File: src/rtl/discrete_mac_sequencer.sv
// rtl/discrete_mac_sequencer.sv - time-multiplexed signed MAC solver for one discrete state-update equation
module discrete_mac_sequencer #(
    parameter int N_IN     = 3,
    parameter int DATA_W   = 16,
    parameter int COEF_W   = 16,
    parameter int FRAC     = 12,
    parameter int TICK_DIV = 1024
) (
    input  logic                         clk,
    input  logic                         rst,
    input  logic                         run,
    input  logic [N_IN*DATA_W-1:0]       in_flat,
    input  logic                         cfg_we,
    input  logic [$clog2(N_IN+1)-1:0]    cfg_addr,
    input  logic [COEF_W-1:0]            cfg_data,
    output logic                         cfg_ready,
    input  logic                         clr_flags,
    output logic [DATA_W-1:0]            state_out,
    output logic                         out_valid,
    output logic                         busy,
    output logic                         overrun,
    output logic                         sat_flag
);

    localparam int AW    = $clog2(N_IN+1);
    localparam int PW    = DATA_W + COEF_W;
    localparam int ACC_W = DATA_W + COEF_W + $clog2(N_IN+1) + 1;
    localparam int CNT_W = $clog2(TICK_DIV);
    localparam logic signed [ACC_W-1:0] MAX_V = ACC_W'((64'sd1 <<< (DATA_W-1)) - 64'sd1);
    localparam logic signed [ACC_W-1:0] MIN_V = ~MAX_V;

    typedef enum logic [1:0] {S_IDLE, S_MAC, S_WB} fsm_t;

    fsm_t                      fsm;
    logic [CNT_W-1:0]          div_cnt;
    logic                      tick;
    logic signed [COEF_W-1:0]  coef [0:N_IN];
    logic [AW-1:0]             idx;
    logic signed [ACC_W-1:0]   acc;
    logic [DATA_W-1:0]         x_sh;
    logic [N_IN*DATA_W-1:0]    u_sh;

    logic signed [COEF_W-1:0]  coef_sel;
    logic signed [DATA_W-1:0]  data_sel;
    logic signed [PW-1:0]      prod;
    logic signed [ACC_W-1:0]   prod_ext;
    logic signed [ACC_W-1:0]   res;
    logic [DATA_W-1:0]         res_sat;
    logic                      res_clip;

    // Tick is registered so it is high for exactly one cycle per wrap of the count.
    always_ff @(posedge clk or posedge rst) begin
        if (rst) begin
            div_cnt <= '0;
            tick    <= 1'b0;
        end else if (!run) begin
            div_cnt <= '0;
            tick    <= 1'b0;
        end else if (div_cnt == CNT_W'(TICK_DIV-1)) begin
            div_cnt <= '0;
            tick    <= 1'b1;
        end else begin
            div_cnt <= div_cnt + 1'b1;
            tick    <= 1'b0;
        end
    end

    // Writes land only while idle; a write coinciding with the tick is seen by the MAC next cycle.
    always_ff @(posedge clk or posedge rst) begin
        if (rst) begin
            for (int k = 0; k <= N_IN; k++) coef[k] <= '0;
        end else if (cfg_we && cfg_ready) begin
            coef[cfg_addr] <= cfg_data;
        end
    end

    always_comb begin
        coef_sel = coef[idx];
        data_sel = x_sh;
        for (int k = 1; k <= N_IN; k++) begin
            if (idx == AW'(k)) data_sel = u_sh[(k-1)*DATA_W +: DATA_W];
        end
        prod     = coef_sel * data_sel;
        prod_ext = {{(ACC_W-PW){prod[PW-1]}}, prod};
        res      = acc >>> FRAC;
        res_clip = 1'b0;
        res_sat  = res[DATA_W-1:0];
        if (res > MAX_V) begin
            res_sat  = MAX_V[DATA_W-1:0];
            res_clip = 1'b1;
        end else if (res < MIN_V) begin
            res_sat  = MIN_V[DATA_W-1:0];
            res_clip = 1'b1;
        end
    end

    always_ff @(posedge clk or posedge rst) begin
        if (rst) begin
            fsm       <= S_IDLE;
            busy      <= 1'b0;
            cfg_ready <= 1'b0;
            out_valid <= 1'b0;
            state_out <= '0;
            overrun   <= 1'b0;
            sat_flag  <= 1'b0;
            acc       <= '0;
            idx       <= '0;
            x_sh      <= '0;
            u_sh      <= '0;
        end else begin
            out_valid <= 1'b0;
            // Clear first so a same-cycle flag event below overrides it.
            if (clr_flags) begin
                overrun  <= 1'b0;
                sat_flag <= 1'b0;
            end
            if (tick && fsm != S_IDLE) overrun <= 1'b1;
            case (fsm)
                S_IDLE: begin
                    cfg_ready <= 1'b1;
                    if (tick) begin
                        x_sh      <= state_out;
                        u_sh      <= in_flat;
                        acc       <= '0;
                        idx       <= '0;
                        fsm       <= S_MAC;
                        busy      <= 1'b1;
                        cfg_ready <= 1'b0;
                    end
                end
                S_MAC: begin
                    acc <= acc + prod_ext;
                    if (idx == AW'(N_IN)) fsm <= S_WB;
                    else                  idx <= idx + 1'b1;
                end
                S_WB: begin
                    state_out <= res_sat;
                    out_valid <= 1'b1;
                    if (res_clip) sat_flag <= 1'b1;
                    fsm       <= S_IDLE;
                    busy      <= 1'b0;
                    cfg_ready <= 1'b1;
                end
                default: begin
                    fsm       <= S_IDLE;
                    busy      <= 1'b0;
                    cfg_ready <= 1'b0;
                end
            endcase
        end
    end

endmodule

File: config.mk
export PLATFORM = sky130hd
export DESIGN_NAME = discrete_mac_sequencer
export DESIGN_NICKNAME = d
export VERILOG_FILES = /design/src/rtl/discrete_mac_sequencer.sv
export SDC_FILE = /design/constraint.sdc
export NUM_CORES = 1
export LEC_CHECK = 0
export ABC_AREA = 1
export ABC_CLOCK_PERIOD_IN_PS = 7200
export CORE_MARGIN = 4
export CORE_UTILIZATION = 40
export CTS_BUF_LIST = sky130_fd_sc_hd__clkbuf_4
export DETAILED_ROUTE_END_ITERATION = 7
export GPL_TIMING_DRIVEN = 0
export REMOVE_ABC_BUFFERS = 1
export SLEW_MARGIN = 20
export SYNTH_ARGS = -nofsm -noshare
export SYNTH_HDL_FRONTEND = slang
export SYNTH_SLANG_ARGS = --single-unit
export TNS_END_PERCENT = 10
File: constraint.sdc
create_clock -name clk -period 7.2 [get_ports clk]
set_input_delay 1.44 -clock clk [delete_from_list [all_inputs] [get_ports clk]]
set_output_delay 1.44 -clock clk [all_outputs]
set_load 0.01 [all_outputs]
# ---- Word-level counts from Yosys, hierarchy flattened
# Cells that the tools add are included.
# W data, S select, Z words.
dict set report word_totals {
  regBits 199
  inputBits 71
  output_inout_bits 21
}
dict set report op_classes {
  add_sub_neg 3
  multipliers 1
  magnitude_cmp 5
  eq_ne 9
  n_mux 35
  bitwise 3
  n_reduce_logical 12
}
# cell count
set op_table {}
lappend op_table {{$mux W16} 8}
lappend op_table {{$pmux W35 S2} 1}
lappend op_table {{$bwmux W64} 1}
lappend op_table {{$add A35 B32 Y35} 1}
lappend op_table {{$mux W35} 1}
lappend op_table {{$bmux W16 S2} 1}
lappend op_table {{$demux W16 S2} 1}
lappend op_table {{$mul A16 B16 Y32} 1}
lappend op_table {{$gt A23 B16 Y1 const B} 1}
lappend op_table {{$lt A23 B16 Y1 const B} 1}
lappend op_table {{$mux W10} 2}
lappend op_table {{$mux W1} 12}
lappend op_table {{$add A10 B1 Y10 const B} 1}
lappend op_table {{$eq A10 B10 Y1 const B} 1}
lappend op_table {{$mux W2} 4}
lappend op_table {{$pmux W2 S2} 2}
lappend op_table {{$reduce_and A2 Y1} 4}
lappend op_table {{$eq A2 B2 Y1 const B} 3}
lappend op_table {{$ge A3 B3 Y1 const B} 2}
lappend op_table {{$ne A2 B2 Y1 const B} 3}
lappend op_table {{$not A2 Y3} 2}
lappend op_table {{$reduce_bool A2 Y1} 3}
lappend op_table {{$eq A2 B1 Y1 const B} 2}
lappend op_table {{$logic_and A1 B1 Y1} 3}
lappend op_table {{other kinds (7)} 7}

# ---- Longest topological paths before layout
dict set report logic_depth {
  ltp_word 7
  ltp_mapped 37
}

# ---- Least setup slack after synthesis
# No wires, ideal clock.
dict set report synth_path {
  path_kind {register to register}
  startpoint {register idx[1]}
  endpoint {register acc[34]}
  setup_time_ns 0.117
  t_arrival_ns 6.510
  required_ns 7.083
  path_slack_ns 0.573
  stages_incl_launch_ff 32
  period_less_slack_ns 6.627
  path_cell_list {dfrtp_1 > inv_2 > buf_2 > ha_1 > buf_6 > buf_4 > nand2_1 > nand3_1 > o211ai_1 > nand2_2 > inv_2 > nor2_1 > fa_1 > fa_1 > fa_1 > inv_1 > fa_1 > inv_1 > fa_1 > inv_1 > fa_1 > inv_1 > ha_1 > nand2_1 > nor3_1 > nand2_1 > nor2_1 > nand2_1 > nand2_1 > nand3_1 > nand3_1 > nand2_1}
}
dict set report synth_between {
  elab_chain_cells 7
}
# item line
set synth_rtl {}
lappend synth_rtl {{from (decl)} 38} ;# logic [AW-1:0] idx;
lappend synth_rtl {{from (signal assigned)} 134} ;# else idx <= idx + 1'b1;
lappend synth_rtl {{$eq A2 B1 Y1 or $not A2 Y3 (tied branches)} {81, 78}}
lappend synth_rtl {{$mux W16 or $bmux W16 S2 (tied branches)} {81, 78}}
lappend synth_rtl {{$mux W16 (on tied branches) (2 in a row)} {81, 78}}
lappend synth_rtl {{$mul A16 B16 Y32 (*)} 83} ;# prod = coef_sel * data_sel;
lappend synth_rtl {{$add A35 B32 Y35 (*)} 132} ;# acc <= acc + prod_ext;
lappend synth_rtl {{$pmux W35 S2 (*)} 118} ;# case (fsm)
lappend synth_rtl {{to (signal assigned)} 132}
lappend synth_rtl {{to (decl)} 39} ;# logic signed [ACC_W-1:0] acc;
# Every way passes the cells marked *; elsewhere a longest branch is shown, timed or not. The select of a mux whose other input is x is not followed.
# A chain may end at the register's enable or synchronous reset.

# ---- Worst setup path in the final report
dict set report layout_path {
  startpoint {register idx[1]}
  endpoint {register acc[23]}
}
# Same word-level chain as after synthesis.

==> impl_metrics.json <==
{
  "hp-class": "flip-flop to flip-flop",
  "path_clk_slew_ns": 0.17,
  "wl_per_cell_um": 17.1,
  "layout-drive-gt1-share_pct": 9.17,
  "synth_edf_count": 0,
  "cts_tree": "yes",
  "wirelength_um": 55800,
  "hold_violations": 0,
  "dp_hpwl_um": 44800,
  "grt_start_max_net_pins": 103,
  "yosysTopAreaCellShare_pct": 29.7,
  "yosysTopAreaCell": "fa_1",
  "met1_length_um": 25100,
  "cts_hold_buf": 0,
  "critPathKind": "flip-flop to flip-flop",
  "gp_congestion": 0.899,
  "finalCriticalPeriod_ns": 6.93,
  "synthDistinctLibCells": 49,
  "grt_setup_unrepaired": "true",
  "core_area_sq_um": 51500,
  "drv_slew": 0,
  "crit_path_end_kind": "flip-flop",
  "synth.area.top_cells": "fa_1 (30%), dfrtp_1 (24%), nand2_1 (11%), inv_1 (9.1%), ha_1 (6.5%)",
  "critical_path_required_ns": 7.81,
  "root_buffer": "clkbuf_4",
  "crit_slowest_cell": "fa_2",
  "grtUsageTotal_pct": 20.3,
  "final_util_pct": 45.4,
  "n_fill_cell": 5118,
  "cp.buffers_inverters": 10,
  "clock_latency_ns": 0.69,
  "status": "finished with violations",
  "critical_path_arrival_ns": 7.54,
  "first_iter_violations": 1063,
  "cts_buffer_depth": 2,
  "relSlewSlack_pct": 23.2,
  "reg2reg_from": "idx[1]",
  "crit_fanout": 15,
  "dieArea_sq_um": 55900,
  "viasPerCell": 4.92,
  "ys_seq_elements": 199,
  "failed_checks": "design-rule violations",
  "post-place-cells": 3188,
  "grt-ovfl-total": 0,
  "async_reset_ff_share_pct": 100,
  "ant_nets": 0,
  "vias": 16100,
  "cts_made_buffers": 17,
  "startpoint": "idx[1]",
  "die_h_um": 236,
  "wl_met3_um": 2820,
  "skew_ns": 0.0317,
  "drt-pass1-iter-count": 7,
  "worstHoldStart": "div_cnt[0]",
  "cts_sinks": 199,
  "met2WireLength_um": 26100,
  "ys_seq_area_share_pct": 23.8,
  "timing.final.crit_share_pct": 96.3,
  "die_w_um": 236,
  "initial_core_util_pct": 40.5,
  "cpPeakStageDelay_ns": 0.64,
  "grt_pass1_vias": 16700,
  "antenna_found_initial": 1,
  "crit_family": "adder cells",
  "finalNetCount": 3061,
  "io_pins": 92,
  "cp-start-kind": "flip-flop",
  "maxCapViolations": 0,
  "fin_area_sq_um": 23400,
  "syn_inst": 2482,
  "cp_common_cell": "fa_1",
  "rows": 83,
  "setup_violations": 0,
  "syn_to_final_growth_pct": 12.0,
  "grt_pass1_wl_um": 90600,
  "drc": 1,
  "avgSynthCellArea_sq_um": 8.41,
  "synthFlopType": "dfrtp_1",
  "cts.htree.levels": 4,
  "dpl_cell_area_sq_um": 22400,
  "whs_ns": 0.472,
  "top_layer_used": "met4",
  "io_buffers": 91,
  "tightest_slew_ns": 1.15,
  "max_freq_ghz": 0.144,
  "syn-cell-area_sq_um": 20900,
  "yosys_warnings": 0,
  "stdcell_count": 3266
}
==> metrics by stage <==
stage / setup WS (ns) / TNS [ns]
2_1_floorplan: 0.000270 / 0
3_3_place_gp: -2.76 / -546.86
3_5_place_dp: -1.39 / -25.01
4_1_cts: 0.00979 / 0
5_1_grt: -0.0595 / -0.192
6_report: 0.269 / 0
==> logic make-up (layout without fill, tap and decap cells) <==
logic type | count (synthesis) | after routing | share of synthesized area, %
xor+xnor | 8 | 8 | 0.336
flops | 199 | 199 | 23.8
fa+ha+maj | 418 | 418 | 36.2
buf+inv | 613 | 715 | 12.0
compound gates | 259 | 259 | 8.41
simple gates | 985 | 986 | 19.2
other cells | 0 | 1 | 0
==> cells in the mapped netlist, types with 8 or more instances <==
cell type / instances
nand2_1: 586
inv_1: 504
fa_1: 310
nor2_1: 251
dfrtp_1: 199
o21ai_0: 128
ha_1: 108
nand3_1: 64
a21oi_1: 41
buf_2: 25
clkbuf_1: 25
inv_2: 21
nor2_2: 17
o22ai_1: 17
or2_1: 17
o211ai_1: 15
buf_6: 14
inv_4: 13
o21ai_1: 13
a32oi_4: 12
or2_2: 11
nand4_1: 10
buf_4: 8
==> state kept, by name (all words and copies together) (netlist names), 2 cells and up <==
name,cells
acc,35
coef,64
div_cnt,10
fsm,2
idx,2
state_out,16
u_sh,48
x_sh,16
==> final timing paths <==
| check | endpoint | depth (start not counted) | slack, ns |
|---|---|---|---|
| max | acc[23] | 28 | 0.27 |
| min | div_cnt[0] | 1 | 0.47 |
| max reg2reg | acc[23] | 28 | 0.27 |
| min reg2reg | div_cnt[0] | 1 | 0.47 |
| max in group asynchronous | state_out[9] | 3 | 4.93 |
| min in group asynchronous | div_cnt[7] | 2 | 1.25 |
==> repair_timing <==
action	in CTS	in global routing
setup buffers	14	27
cloned	1	3
pin swaps	3	10
endpoints found under the setup margin	26	22
gates resized for setup	45	44
==> layout by cell type (no fill, tap or decap), types with 7 or more instances in the layout <==
cell type        instances
dfrtp_1                197
a21oi_1                 33
nand4_1                 10
inv_2                   14
o22ai_1                 17
or2_2                   11
inv_4                   18
o211ai_1                15
nand3_1                 62
ha_1                   100
nor2_1                 240
fa_1                   304
nor2_2                  24
a21oi_2                 10
o21ai_1                 13
clkbuf_4                18
buf_4                   40
clkdlybuf4s50_1         91
o21ai_0                126
nand2_1                582
inv_1                  497
o21bai_1                 7
nand2_2                 10
or2_1                   17
nor2_4                   7
o21ai_4                  7
a32oi_4                 12
==> area by class of cell <==
cell class	count	area, sq um	area share (%)
repair inverters	3	23.8	0.102
inverters	541	2150	9.19
repair buffers	139	1380	5.90
diodes	1	2.50	0.0107
clock inverters	14	190	0.813
clock buffers	18	135	0.578
multi-input cells	1671	13700	58.4
flip-flops and latches	199	4990	21.3
well taps	680	851	3.64
==> routing by layer <==
| layer | track usage, % | up-vias |
|---|---|---|
| li1 | - | 7611 |
| met3 | 3.87 | 86 |
| met1 | 27.8 | 7965 |
| met5 | 0 | - |
| met2 | 32.8 | 415 |
| met4 | 6.76 | 0 |
==> worst reg2reg max path: cells and delay by family, from the launching register on <==
family	cells	cell delay (ns)
fa+ha+maj	8	3.74
buf+inv	10	1.13
compound gates	5	0.82
simple gates	5	0.61
flops	1	0.60
Power is not shown: default switching activity piles up to over one toggle a cycle in this logic, so the estimate is an artifact.
